[src/rtl/alu_issue_ctrl.sv]
// alu_issue_ctrl: issue-side handshake, op decode and response capture
// for the 32-bit ALU. Optional overflow trap: ALU_ISSUE_OVF_TRAP_EN.
module alu_issue_ctrl #(
  parameter int DWIDTH = 32,
  parameter int CWIDTH = 16
) (
  input  logic              clk,
  input  logic              rst_n,
  input  logic              req_valid,
  output logic              req_ready,
  input  logic [1:0]        req_aluop,
  input  logic [5:0]        req_funct,
  input  logic [DWIDTH-1:0] req_a,
  input  logic [DWIDTH-1:0] req_b,
  output logic [3:0]        alu_op,
  output logic [DWIDTH-1:0] alu_rs1,
  output logic [DWIDTH-1:0] alu_rs2,
  input  logic [DWIDTH-1:0] alu_rd,
  input  logic              alu_zero,
  input  logic              alu_ovf,
  output logic              res_valid,
  input  logic              res_ready,
  output logic [DWIDTH-1:0] res_data,
  output logic              res_zero,
  output logic              res_ovf,
  output logic              res_err,
  output logic [CWIDTH-1:0] ops_cnt,
  output logic [CWIDTH-1:0] err_cnt,
  output logic              trap,
  input  logic              trap_clr
);

  typedef enum logic [1:0] {
    IDLE = 2'd0,
    EXEC = 2'd1,
    RESP = 2'd2
  } state_e;

  localparam logic [3:0] OP_NONE = 4'b1111;
  localparam logic [CWIDTH-1:0] CNT_ONE = 1;

  state_e state_q, state_d;

  logic [3:0]        op_q;
  logic [DWIDTH-1:0] a_q, b_q;
  logic [DWIDTH-1:0] rdata_q;
  logic              rzero_q, rovf_q, rerr_q;
  logic [CWIDTH-1:0] ops_q, err_q;
  logic              trap_q;

  logic       dec_legal;
  logic [3:0] dec_op;
  logic       accept;
  logic       done;

  // Translate ALUOp/funct into the ALU operation code.
  always_comb begin
    dec_legal = 1'b1;
    dec_op    = OP_NONE;
    unique case (req_aluop)
      2'b00: dec_op = 4'b0010;
      2'b01: dec_op = 4'b0110;
      2'b10: begin
        case (req_funct)
          6'b100000: dec_op = 4'b0010;
          6'b100010: dec_op = 4'b0110;
          6'b100100: dec_op = 4'b0000;
          6'b100101: dec_op = 4'b0001;
          6'b100111: dec_op = 4'b1100;
          6'b101010: dec_op = 4'b0111;
          6'b101100: dec_op = 4'b0011;
          default:   dec_legal = 1'b0;
        endcase
      end
      default: dec_legal = 1'b0;
    endcase
  end

  assign accept = req_valid && req_ready;
  assign done   = (state_q == RESP) && res_ready;

  // State register.
  always_ff @(posedge clk or negedge rst_n) begin
    if (!rst_n) state_q <= IDLE;
    else        state_q <= state_d;
  end

  // Next-state logic.
  always_comb begin
    state_d = state_q;
    unique case (state_q)
      IDLE: begin
        if (accept) state_d = dec_legal ? EXEC : RESP;
      end
      EXEC: state_d = RESP;
      RESP: begin
        if (res_ready) state_d = IDLE;
      end
      default: state_d = IDLE;
    endcase
  end

  // Handshake and ALU-drive outputs; ALU sees its idle code outside EXEC.
  always_comb begin
    req_ready = (state_q == IDLE) && !trap_q;
    res_valid = (state_q == RESP);
    alu_op    = OP_NONE;
    alu_rs1   = '0;
    alu_rs2   = '0;
    if (state_q == EXEC) begin
      alu_op  = op_q;
      alu_rs1 = a_q;
      alu_rs2 = b_q;
    end
  end

  // Latch request operands and capture the response.
  always_ff @(posedge clk or negedge rst_n) begin
    if (!rst_n) begin
      op_q    <= OP_NONE;
      a_q     <= '0;
      b_q     <= '0;
      rdata_q <= '0;
      rzero_q <= 1'b0;
      rovf_q  <= 1'b0;
      rerr_q  <= 1'b0;
    end else if (accept) begin
      if (dec_legal) begin
        op_q <= dec_op;
        a_q  <= req_a;
        b_q  <= req_b;
      end else begin
        rdata_q <= '0;
        rzero_q <= 1'b0;
        rovf_q  <= 1'b0;
        rerr_q  <= 1'b1;
      end
    end else if (state_q == EXEC) begin
      rdata_q <= alu_rd;
      rzero_q <= alu_zero;
      rovf_q  <= alu_ovf;
      rerr_q  <= 1'b0;
    end
  end

  // Saturating completion counters, stepped on the response handshake.
  always_ff @(posedge clk or negedge rst_n) begin
    if (!rst_n) begin
      ops_q <= '0;
      err_q <= '0;
    end else if (done) begin
      if (rerr_q) begin
        if (err_q != '1) err_q <= err_q + CNT_ONE;
      end else begin
        if (ops_q != '1) ops_q <= ops_q + CNT_ONE;
      end
    end
  end

`ifdef ALU_ISSUE_OVF_TRAP_EN
  logic trap_set;
  assign trap_set = (state_q == EXEC) && alu_ovf &&
                    ((op_q == 4'b0010) || (op_q == 4'b0110));

  // Sticky overflow trap; a set on the same edge beats a clear.
  always_ff @(posedge clk or negedge rst_n) begin
    if (!rst_n)        trap_q <= 1'b0;
    else if (trap_set) trap_q <= 1'b1;
    else if (trap_clr) trap_q <= 1'b0;
  end
`else
  logic unused_trap_clr;
  assign unused_trap_clr = trap_clr;
  assign trap_q = 1'b0;
`endif

  assign res_data = rdata_q;
  assign res_zero = rzero_q;
  assign res_ovf  = rovf_q;
  assign res_err  = rerr_q;
  assign ops_cnt  = ops_q;
  assign err_cnt  = err_q;
  assign trap     = trap_q;

endmodule

[config.mk]
export PLATFORM = sky130hd
export DESIGN_NAME = alu_issue_ctrl
export DESIGN_NICKNAME = d
export VERILOG_FILES = /design/src/rtl/alu_issue_ctrl.sv
export SDC_FILE = /design/constraint.sdc
export NUM_CORES = 1
export LEC_CHECK = 0
export ABC_AREA = 1
export CORE_ASPECT_RATIO = 0.5
export CORE_MARGIN = 3
export CORE_UTILIZATION = 40
export CTS_CLUSTER_SIZE = 12
export DETAILED_ROUTE_END_ITERATION = 10
export HOLD_SLACK_MARGIN = 0.02
export PLACE_DENSITY = 0.77
export SETUP_SLACK_MARGIN = 0.3
export SLEW_MARGIN = 20
export SYNTH_ARGS = -nofsm -noshare
export SYNTH_HDL_FRONTEND = slang
export SYNTH_SLANG_ARGS = --single-unit
[constraint.sdc]
create_clock -name clk -period 1.54 [get_ports clk]
set_input_delay 0.385 -clock clk [delete_from_list [all_inputs] [get_ports clk]]
set_output_delay 0.385 -clock clk [all_outputs]
set_load 0.01 [all_outputs]
# Yosys cells after proc, flatten, opt, wreduce, memory -nomap -nowiden
# Cells that the tools add are included.
[op_classes]
add_sub_neg = 2
eq_ne = 16
mux = 22
bitwise_logic = 1
reduce_logical = 12
[op_table]
columns = ["op", "n"]
rows = [
  ["$mux W32", 5],
  ["$eq A6 B6 Y1 const B", 7],
  ["$add A16 B1 Y16 const B", 2],
  ["$ne A16 B16 Y1 const B", 2],
  ["$pmux W4 S7", 1],
  ["$pmux W4 S3", 1],
  ["$mux W1", 9],
  ["$reduce_or A7 Y1", 1],
  ["$mux W2", 3],
  ["$pmux W2 S3", 1],
  ["$reduce_and A2 Y1", 3],
  ["$reduce_and A3 Y1", 2],
  ["$eq A2 B1 Y1 const B", 2],
  ["$eq A2 B2 Y1 const B", 2],
  ["$logic_not A2 Y1", 2],
  ["$mux W4", 1],
  ["$ne A2 B1 Y1 const B", 2],
  ["$logic_and A1 B1 Y1", 2],
  ["$ne A2 B2 Y1 const B", 1],
  ["$pmux W1 S2", 1],
  ["$reduce_bool A2 Y1", 1],
  ["$reduce_or A2 Y1", 1],
  ["$not A1 Y1", 1],
]
[totals]
register_bits = 137
output_inout_bits = 138
elab_cells = 63

# Logic depth before layout (Yosys ltp)
# Gate-level depths: netlist of the first run.
[logic_depth]
depth_word = 7
mapped_depth = 12
depth_no_buf = 10

# Worst setup path before layout of the first run
# Ideal clock, no wire load.
[synth_timing]
path_type = "register to register"
from = "register err_q[0] (netlist: err_cnt[0])"
to = "register err_q[15] (netlist: err_cnt[15])"
setup_ps = 117
t_arrival_ps = 1596
t_required_ps = 1423
slack_ps = -172
path_stages_with_launch = 10
n_path_buf = 1
period_less_slack_ps = 1712
path_cell_list = "dfrtp_1 ha_1 nand3_1 nor4_2 nand3_1 nand2_2 inv_2 buf_2 nand2_1 nand2_1"
[synth_between]
elab_chain_cells = 2
elab_cells_between_ends = 3
cone_classes = "add/sub (1); eq/ne (1); reduce/logical (1)"
[synth_lines]
columns = ["element", "line", "source"]
rows = [
  ["start: declaration", "48", "logic [CWIDTH-1:0] ops_q, err_q;"],
  ["start signal: assignment", "153", "if (err_q != '1) err_q <= err_q + CNT_ONE;"],
  ["parallel branches: the longest is 2 deep, another holds $add A16 B1 Y16", "n/a", ""],
]
# Parallel ways; which one is timed is not known.
# A chain may end at the register's enable or synchronous reset.

# Worst setup path in the final report of the first run
[layout_timing]
from = "register state_q[0]"
to = "register a_q[17]"
[layout_between]
elab_chain_cells = 3
[layout_lines]
columns = ["element", "line", "source"]
rows = [
  ["start: declaration", "42", "state_e state_q, state_d;"],
  ["start signal: assignment", "85", "else state_q <= state_d;"],
  ["$logic_not A2 Y1", "105", "req_ready = (state_q == IDLE) && !trap_q;"],
  ["$logic_and A1 B1 Y1", "79", "assign accept = req_valid && req_ready;"],
  ["$reduce_and A2 Y1 (no source line)", "n/a", ""],
  ["end signal: assignment", "130", "a_q <= req_a;"],
  ["end: declaration", "45", "logic [DWIDTH-1:0] a_q, b_q;"],
]
# No other way between the ends.

==> results of run 1 <==
through the flow:
| step | setup TNS [ps] | cells | hold slack, ps | power, mW |
|---|---|---|---|---|
| after floorplan | -349 | 792 | 89.4 | 8.32 |
| after global placement | -89510 | 1298 | 289 | 10.3 |
| after detailed placement | -93340 | 1298 | 292 | 10.5 |
| after CTS | -83780 | 1392 | 443 | 16.1 |
| after global routing | -84710 | 1444 | 450 | 18.9 |
| final | -76540 | 1444 | 431 | 18.3 |
worst reg2reg max path, stage by stage, from the launching register on:
cell	delay, ps
dfrtp_1	400
buf_6	130
buf_6	100
buf_6	100
buf_6	120
nor2_4	100
inv_2	60
nor2_4	120
nand3_4	140
inv_8	120
buf_12	140
buf_12	130
buf_16	130
nand2_2	50
o21ai_1	110
power groups by stage:
| stage | combinational, mW | sequential (mW) | clock (mW) |
|---|---|---|---|
| 2_1_floorplan | 2.84 | 5.48 | 0 |
| 3_3_place_gp | 5.00 | 5.34 | 0 |
| 3_5_place_dp | 5.14 | 5.40 | 0 |
| 4_1_cts | 6.11 | 5.33 | 4.71 |
| 5_1_grt | 8.47 | 5.56 | 4.91 |
| 6_report | 8.05 | 5.46 | 4.76 |
kinds of logic (layout without fill, tap and decap cells):
| kind of cell | after synthesis | in the layout | share of synthesized area |
|---|---|---|---|
| buf+inv | 145 | 576 | 0.0962 |
| simple gates | 361 | 361 | 0.229 |
| other cells | 1 | 1 | 0.000577 |
| compound gates | 118 | 118 | 0.105 |
| flops | 137 | 137 | 0.528 |
| fa+ha+maj | 2 | 2 | 0.00385 |
| xor+xnor | 28 | 28 | 0.0377 |
state kept, by name, indices dropped and copies added (netlist names):
register,flops
res_err,1
a_q,32
err_cnt,16
op_q,4
b_q,32
state_q,2
res_ovf,1
res_data,32
res_zero,1
ops_cnt,16
worst max path at each step:
stage | start | endpoint | depth (start not counted)
6_report | state_q[0] | a_q[17] | 14
2_1_floorplan | err_cnt[0] | err_cnt[15] | 9
4_1_cts | state_q[0] | alu_op[3] | 5
3_5_place_dp | req_funct[5] | a_q[5] | 12
5_1_grt | state_q[0] | a_q[17] | 14
3_3_place_gp | req_funct[5] | a_q[9] | 12
layout make-up:
| cell class | count | area share |
|---|---|---|
| timing repair buffer | 434 | 0.353 |
| tap | 221 | 0.0203 |
| timing repair inverter | 4 | 0.00387 |
| inverter | 107 | 0.0334 |
| clock inverter | 11 | 0.0163 |
| sequential | 137 | 0.253 |
| clock buffer | 20 | 0.0329 |
| multi-input combinational | 510 | 0.287 |
repair_timing:
action / in CTS / in global routing
buffers inserted: 42 / 40
gates cloned: 20 / 12
pin swaps: 9 / 35
hold buffers: 1 / 0
setup endpoints to repair: 274 / 274
gates resized for setup: 383 / 549
endpoints found under the hold margin: 25 / 0
per-layer routing:
metal | vias to the layer above | GRT usage
li1 | 3344 | -
met2 | 390 | 0.496
met4 | 0 | 0.0937
met3 | 141 | 0.0524
met5 | - | 0
met1 | 3830 | 0.308
placed cells by master, fill, tap and decap left out, types with 3 or more instances in the layout:
cell type	instances
buf_12	21
buf_16	21
buf_2	10
buf_4	93
buf_6	135
buf_8	4
bufinv_16	6
clkbuf_16	26
clkbuf_2	32
clkdlybuf4s50_1	102
clkinv_4	3
clkinv_8	3
dfrtp_1	127
dfrtp_2	6
dfstp_2	4
dlygate4sd2_1	6
inv_1	95
inv_2	6
inv_8	3
nand2_1	91
nand2_2	80
nand2_4	37
nand2_8	3
nand3_1	10
nand3_2	10
nand3_4	3
nand4_1	5
nor2_1	18
nor2_2	5
nor2_4	76
nor3_1	13
o211ai_1	34
o21ai_1	28
o21ai_2	48
xnor2_1	6
xor2_1	19
==> results.sh, run 1 <==
export IMPL_fin_crit_sh=1.33
export IMPL_critPathSlowestCell="dfrtp_1"
export IMPL_avgRoutedWirePerCell_um=21.0
export IMPL_grt_pass1_vias=7195
export IMPL_synth_edf_count=0
export IMPL_synth_main_ff_cell="dfrtp_1"
export IMPL_syn_nets=905
export IMPL_clkLatencyLatePin_ps=420
export IMPL_drc=0
export IMPL_gp_congestion=0.895
export IMPL_cp_data_arrival_time_ps=2370
export IMPL_rrSetupSlack_ps=-500
export IMPL_p_comb_frac=0.441
export IMPL_critPathRequiredTime_ps=1860
export IMPL_p_switching_mw=6.61
export IMPL_core_area_mm2=0.0157
export IMPL_cap_violations=0
export IMPL_clkSinkCount=137
export IMPL_setup_violations=207
export IMPL_cp_start_kind="flip-flop"
export IMPL_clock_power_share=0.260
export IMPL_netlist_area_mm2=0.00650
export IMPL_hp_class="input pin to asynchronous set/reset pin"
export IMPL_die_y_um=96.2
export IMPL_synth_distinct_cells=37
export IMPL_final_core_util=0.868
export IMPL_drt_iter0_markers=457
export IMPL_finalWirelength_mm=30.4
export IMPL_dr_pass1_iters=5
export IMPL_fmax_mhz=490
export IMPL_grt_overflow=0
export IMPL_final_cell_area_mm2=0.0136
export IMPL_regArea_mm2=0.00344
export IMPL_crit_fanout=5
export IMPL_synth_seq_cells=137
export IMPL_violations="negative setup slack"
export IMPL_via_per_inst=5.34
export IMPL_setup_ws_ps=-502
export IMPL_layout_drive_gt1_share=0.537
export IMPL_vias=7705
export IMPL_post_dp_hpwl_mm=14.5
export IMPL_synth_seq_area_share=0.528
export IMPL_wl_met1_mm=11.2
export IMPL_syn_avg_cell_area_um2=8.21
export IMPL_powerDensity_mw_per_mm2=1350
export IMPL_final_setup_skew_ps=11.2
export IMPL_outcome="complete, but fails checks"
export IMPL_fp_row_count=32
export IMPL_seqPwrFrac=0.299
export IMPL_grt_max_degree=41
export IMPL_cts_tree="built"
export IMPL_hold_viol_final=0
export IMPL_slew_viol_final=0
export IMPL_ios=249
export IMPL_cts_buffer_depth=2
export IMPL_synth_most_common_cell="nand2_1"
export IMPL_switching_share=0.362
export IMPL_r2r_start="state_q[0]"
export IMPL_path_class="flip-flop to flip-flop"
export IMPL_synth_area_leader_cell="dfrtp_1"
export IMPL_final_min_clock_period_ps=2040
export IMPL_placed_area_mm2=0.0104
export IMPL_reg2reg_depth=14
export IMPL_cts_buffers_inserted=17
export IMPL_synth_cells=792
export IMPL_dp_slack_ps=-681
export IMPL_cp_buffers_inverters=9
export IMPL_die_w_um=186
export IMPL_synthTopCellsByCount="nand2_1, dfrtp_1, inv_1"
export IMPL_grt_pass1_wl_mm=37.9
export IMPL_yosysTopAreaCellShare=0.512
export IMPL_ctsHtreeMaxLevel=4
export IMPL_r2r_end="a_q[17]"
export IMPL_portBuffers=246
export IMPL_wl_met2_mm=16.0
export IMPL_synth_top_cells_by_area="dfrtp_1, nand2_1, inv_1, nor2_1, o211ai_1"
export IMPL_yosysWarnings=0
export IMPL_num_fill_cells=681
export IMPL_ant_nets=0
export IMPL_async_flop_share=1.00
export IMPL_cp_cell_sequence="buf_6 > buf_6 > buf_6 > buf_6 > nor2_4 > inv_2 > nor2_4 > nand3_4 > inv_8 > buf_12 > buf_12 > buf_16 > nand2_2 > o21ai_1"
export IMPL_p_int_mw=11.7
export IMPL_critPathTopFamily="buffers and inverters"
export IMPL_peakVddDrop_v=0.000924
export IMPL_p_leak_nw=6.51
export IMPL_grt_antenna_before_repair=0
export IMPL_endpoint_kind="flip-flop"
export IMPL_grt_usage=0.264
export IMPL_cp_slowest_stage_delay_ps=400
export IMPL_nets=1324
export IMPL_crit_top_cell="buf_6"
export IMPL_dr_wl_met3_mm=1.60
export IMPL_area_growth_pct=109
export IMPL_clkTransAtPathRegs_ps=60
export IMPL_cts_root_buffer="clkbuf_16"
export IMPL_diodes=0
export IMPL_start_util=0.415
export IMPL_die_area_mm2=0.0179
export IMPL_rsz0062_at_grt="yes"
export IMPL_highest_layer="met4"
export IMPL_multi_input_area_mm2=0.00390
No activity file was read; power rests on OpenSTA's default activity.
==> inputs of run 2 (changes only) <==
- PLACE_DENSITY: 0.77 -> 0.8
==> results.sh, run 2 (synthesized netlist as in run 1, its figures left out) <==
export IMPL_violations="negative setup slack"
export IMPL_placed_area_mm2=0.0104
export IMPL_layout_commonest_cell="dfrtp_1"
export IMPL_ios=249
export IMPL_endpoint_kind="flip-flop"
export IMPL_final_cell_mix="dfrtp_1, buf_4, clkdlybuf4s50_1"
export IMPL_final_cell_area_mm2=0.0135
export IMPL_layout_drive_gt1_share=0.532
export IMPL_diodes=0
export IMPL_cts_root_buffer="clkbuf_16"
export IMPL_layout_cells_non_filler=1454
export IMPL_cts_buffer_depth=2
export IMPL_post_place_cells=1298
export IMPL_critPathRequiredTime_ps=1880
export IMPL_cap_violations=0
export IMPL_hold_viol_final=0
export IMPL_portBuffers=246
export IMPL_clkSinkCount=137
export IMPL_cp_data_arrival_time_ps=2490
export IMPL_fp_row_count=32
export IMPL_outcome="complete, but fails checks"
export IMPL_gp_congestion=0.852
export IMPL_die_area_mm2=0.0179
export IMPL_crit_start="state_q[1]"
export IMPL_max_slew_margin_rel=0.610
export IMPL_final_core_util=0.860
export IMPL_dr_pass1_iters=5
export IMPL_ant_nets=0
export IMPL_slew_viol_final=0
export IMPL_powerDensity_mw_per_mm2=1300
export IMPL_path_class="flip-flop to flip-flop"
export IMPL_nets=1333
export IMPL_clkTransAtPathRegs_ps=70
export IMPL_core_area_mm2=0.0157
export IMPL_crit_fanout=7
export IMPL_start_util=0.415
export IMPL_die_y_um=96.2
export IMPL_final_setup_skew_ps=17.9
export IMPL_finalWirelength_mm=30.6
export IMPL_power_mw=17.5
export IMPL_drt_iter0_markers=483
export IMPL_ctsHtreeMaxLevel=4
export IMPL_grt_pass1_vias=7676
export IMPL_area_growth_pct=107
export IMPL_die_w_um=186
export IMPL_grt_antenna_before_repair=0
export IMPL_fmax_mhz=465
export IMPL_multi_input_area_mm2=0.00397
export IMPL_setup_tns_ps=-95540
export IMPL_regArea_mm2=0.00344
export IMPL_cp_start_kind="flip-flop"
export IMPL_vias=7844
export IMPL_setup_ws_ps=-612
export IMPL_avgRoutedWirePerCell_um=21.0
export IMPL_hp_class="input pin to asynchronous set/reset pin"
export IMPL_rsz0062_at_grt="yes"
export IMPL_p_leak_nw=6.46
export IMPL_grt_pass1_wl_mm=40.9
export IMPL_post_dp_hpwl_mm=14.8
export IMPL_num_fill_cells=718
export IMPL_peakVddDrop_v=0.00105
export IMPL_grt_max_degree=40
export IMPL_final_min_clock_period_ps=2150
export IMPL_via_per_inst=5.39
export IMPL_r2r_start="state_q[1]"
export IMPL_clkLatencyLatePin_ps=430
export IMPL_grt_usage=0.288
export IMPL_setup_violations=207
export IMPL_fin_crit_sh=1.40
export IMPL_worst_slew_pin_slew_ps=580
export IMPL_cts_buffers_inserted=17
export IMPL_grt_overflow=0
export IMPL_drc=0
export IMPL_cts_tree="built"
run 2: cell types whose count changed in the layout (fill, tap and decap cells not counted), moves of 23 or more:
cell / previous run / this run
nand2_4: 37 / 62
clkbuf_2: 32 / 1
buf_6: 135 / 98
buf_2: 10 / 38
nand2_2: 80 / 57
clkdlybuf4s15_2: 0 / 28
run 2: timing repair:
action	4_1_cts	5_1_grt
hold endpoints to repair	19	0
hold buffers	1	0
gates cloned	21	0
buffers inserted	77	25
endpoints found under the setup margin	274	274
resized for setup	748	176
pin swaps	18	10
run 2: cell type report:
class	instances	share of cell area
clock buffers	19	0.0329
repair inverters	3	0.00279
well taps	221	0.0205
inverters	107	0.0336
clock inverters	13	0.00911
repair buffers	444	0.350
multi-input cells	510	0.295
flip-flops and latches	137	0.256
run 2: final timing paths:
| path | slack [ps] | endpoint | cells past startpoint |
|---|---|---|---|
| min in group clk | 510 | a_q[13] | 3 |
| max | -610 | a_q[28] | 15 |
| min | 380 | a_q[16] | 2 |
| max in group asynchronous | 580 | op_q[0] | 3 |
| min reg2reg | 520 | op_q[0] | 2 |
| max reg2reg | -610 | a_q[28] | 15 |
run 2: power by group:
| group | internal, mW | switching, mW | total, mW |
|---|---|---|---|
| logic | 3.72 | 4.31 | 8.03 |
| clock network | 2.28 | 1.81 | 4.09 |
| registers | 4.82 | 0.594 | 5.42 |
run 2: per-stage QoR:
stage                     hold WS [ps]  worst slack (ps)
after floorplan                   89.4             -39.2
after global placement             262              -665
after detailed placement           260              -702
after CTS                          387              -489
after global routing               406              -648
final                              380              -612
run 2: critical path, stage by stage, from the launching register on:
cell     delay [ps]
dfrtp_1         420
buf_6           130
buf_6           100
buf_6           100
buf_6           110
nor2_4          120
inv_2            70
nor2_4          150
nand3_4         110
buf_12          170
inv_12           60
buf_8           110
buf_12          100
buf_16          130
nand2_2          60
o21ai_1         110
run 2: layer usage:
metal / track usage / share of wire
met2: 0.543 / 0.50
met3: 0.0589 / 0.071
met1: 0.327 / 0.36
met4: 0.123 / 0.065
met5: 0 / 0
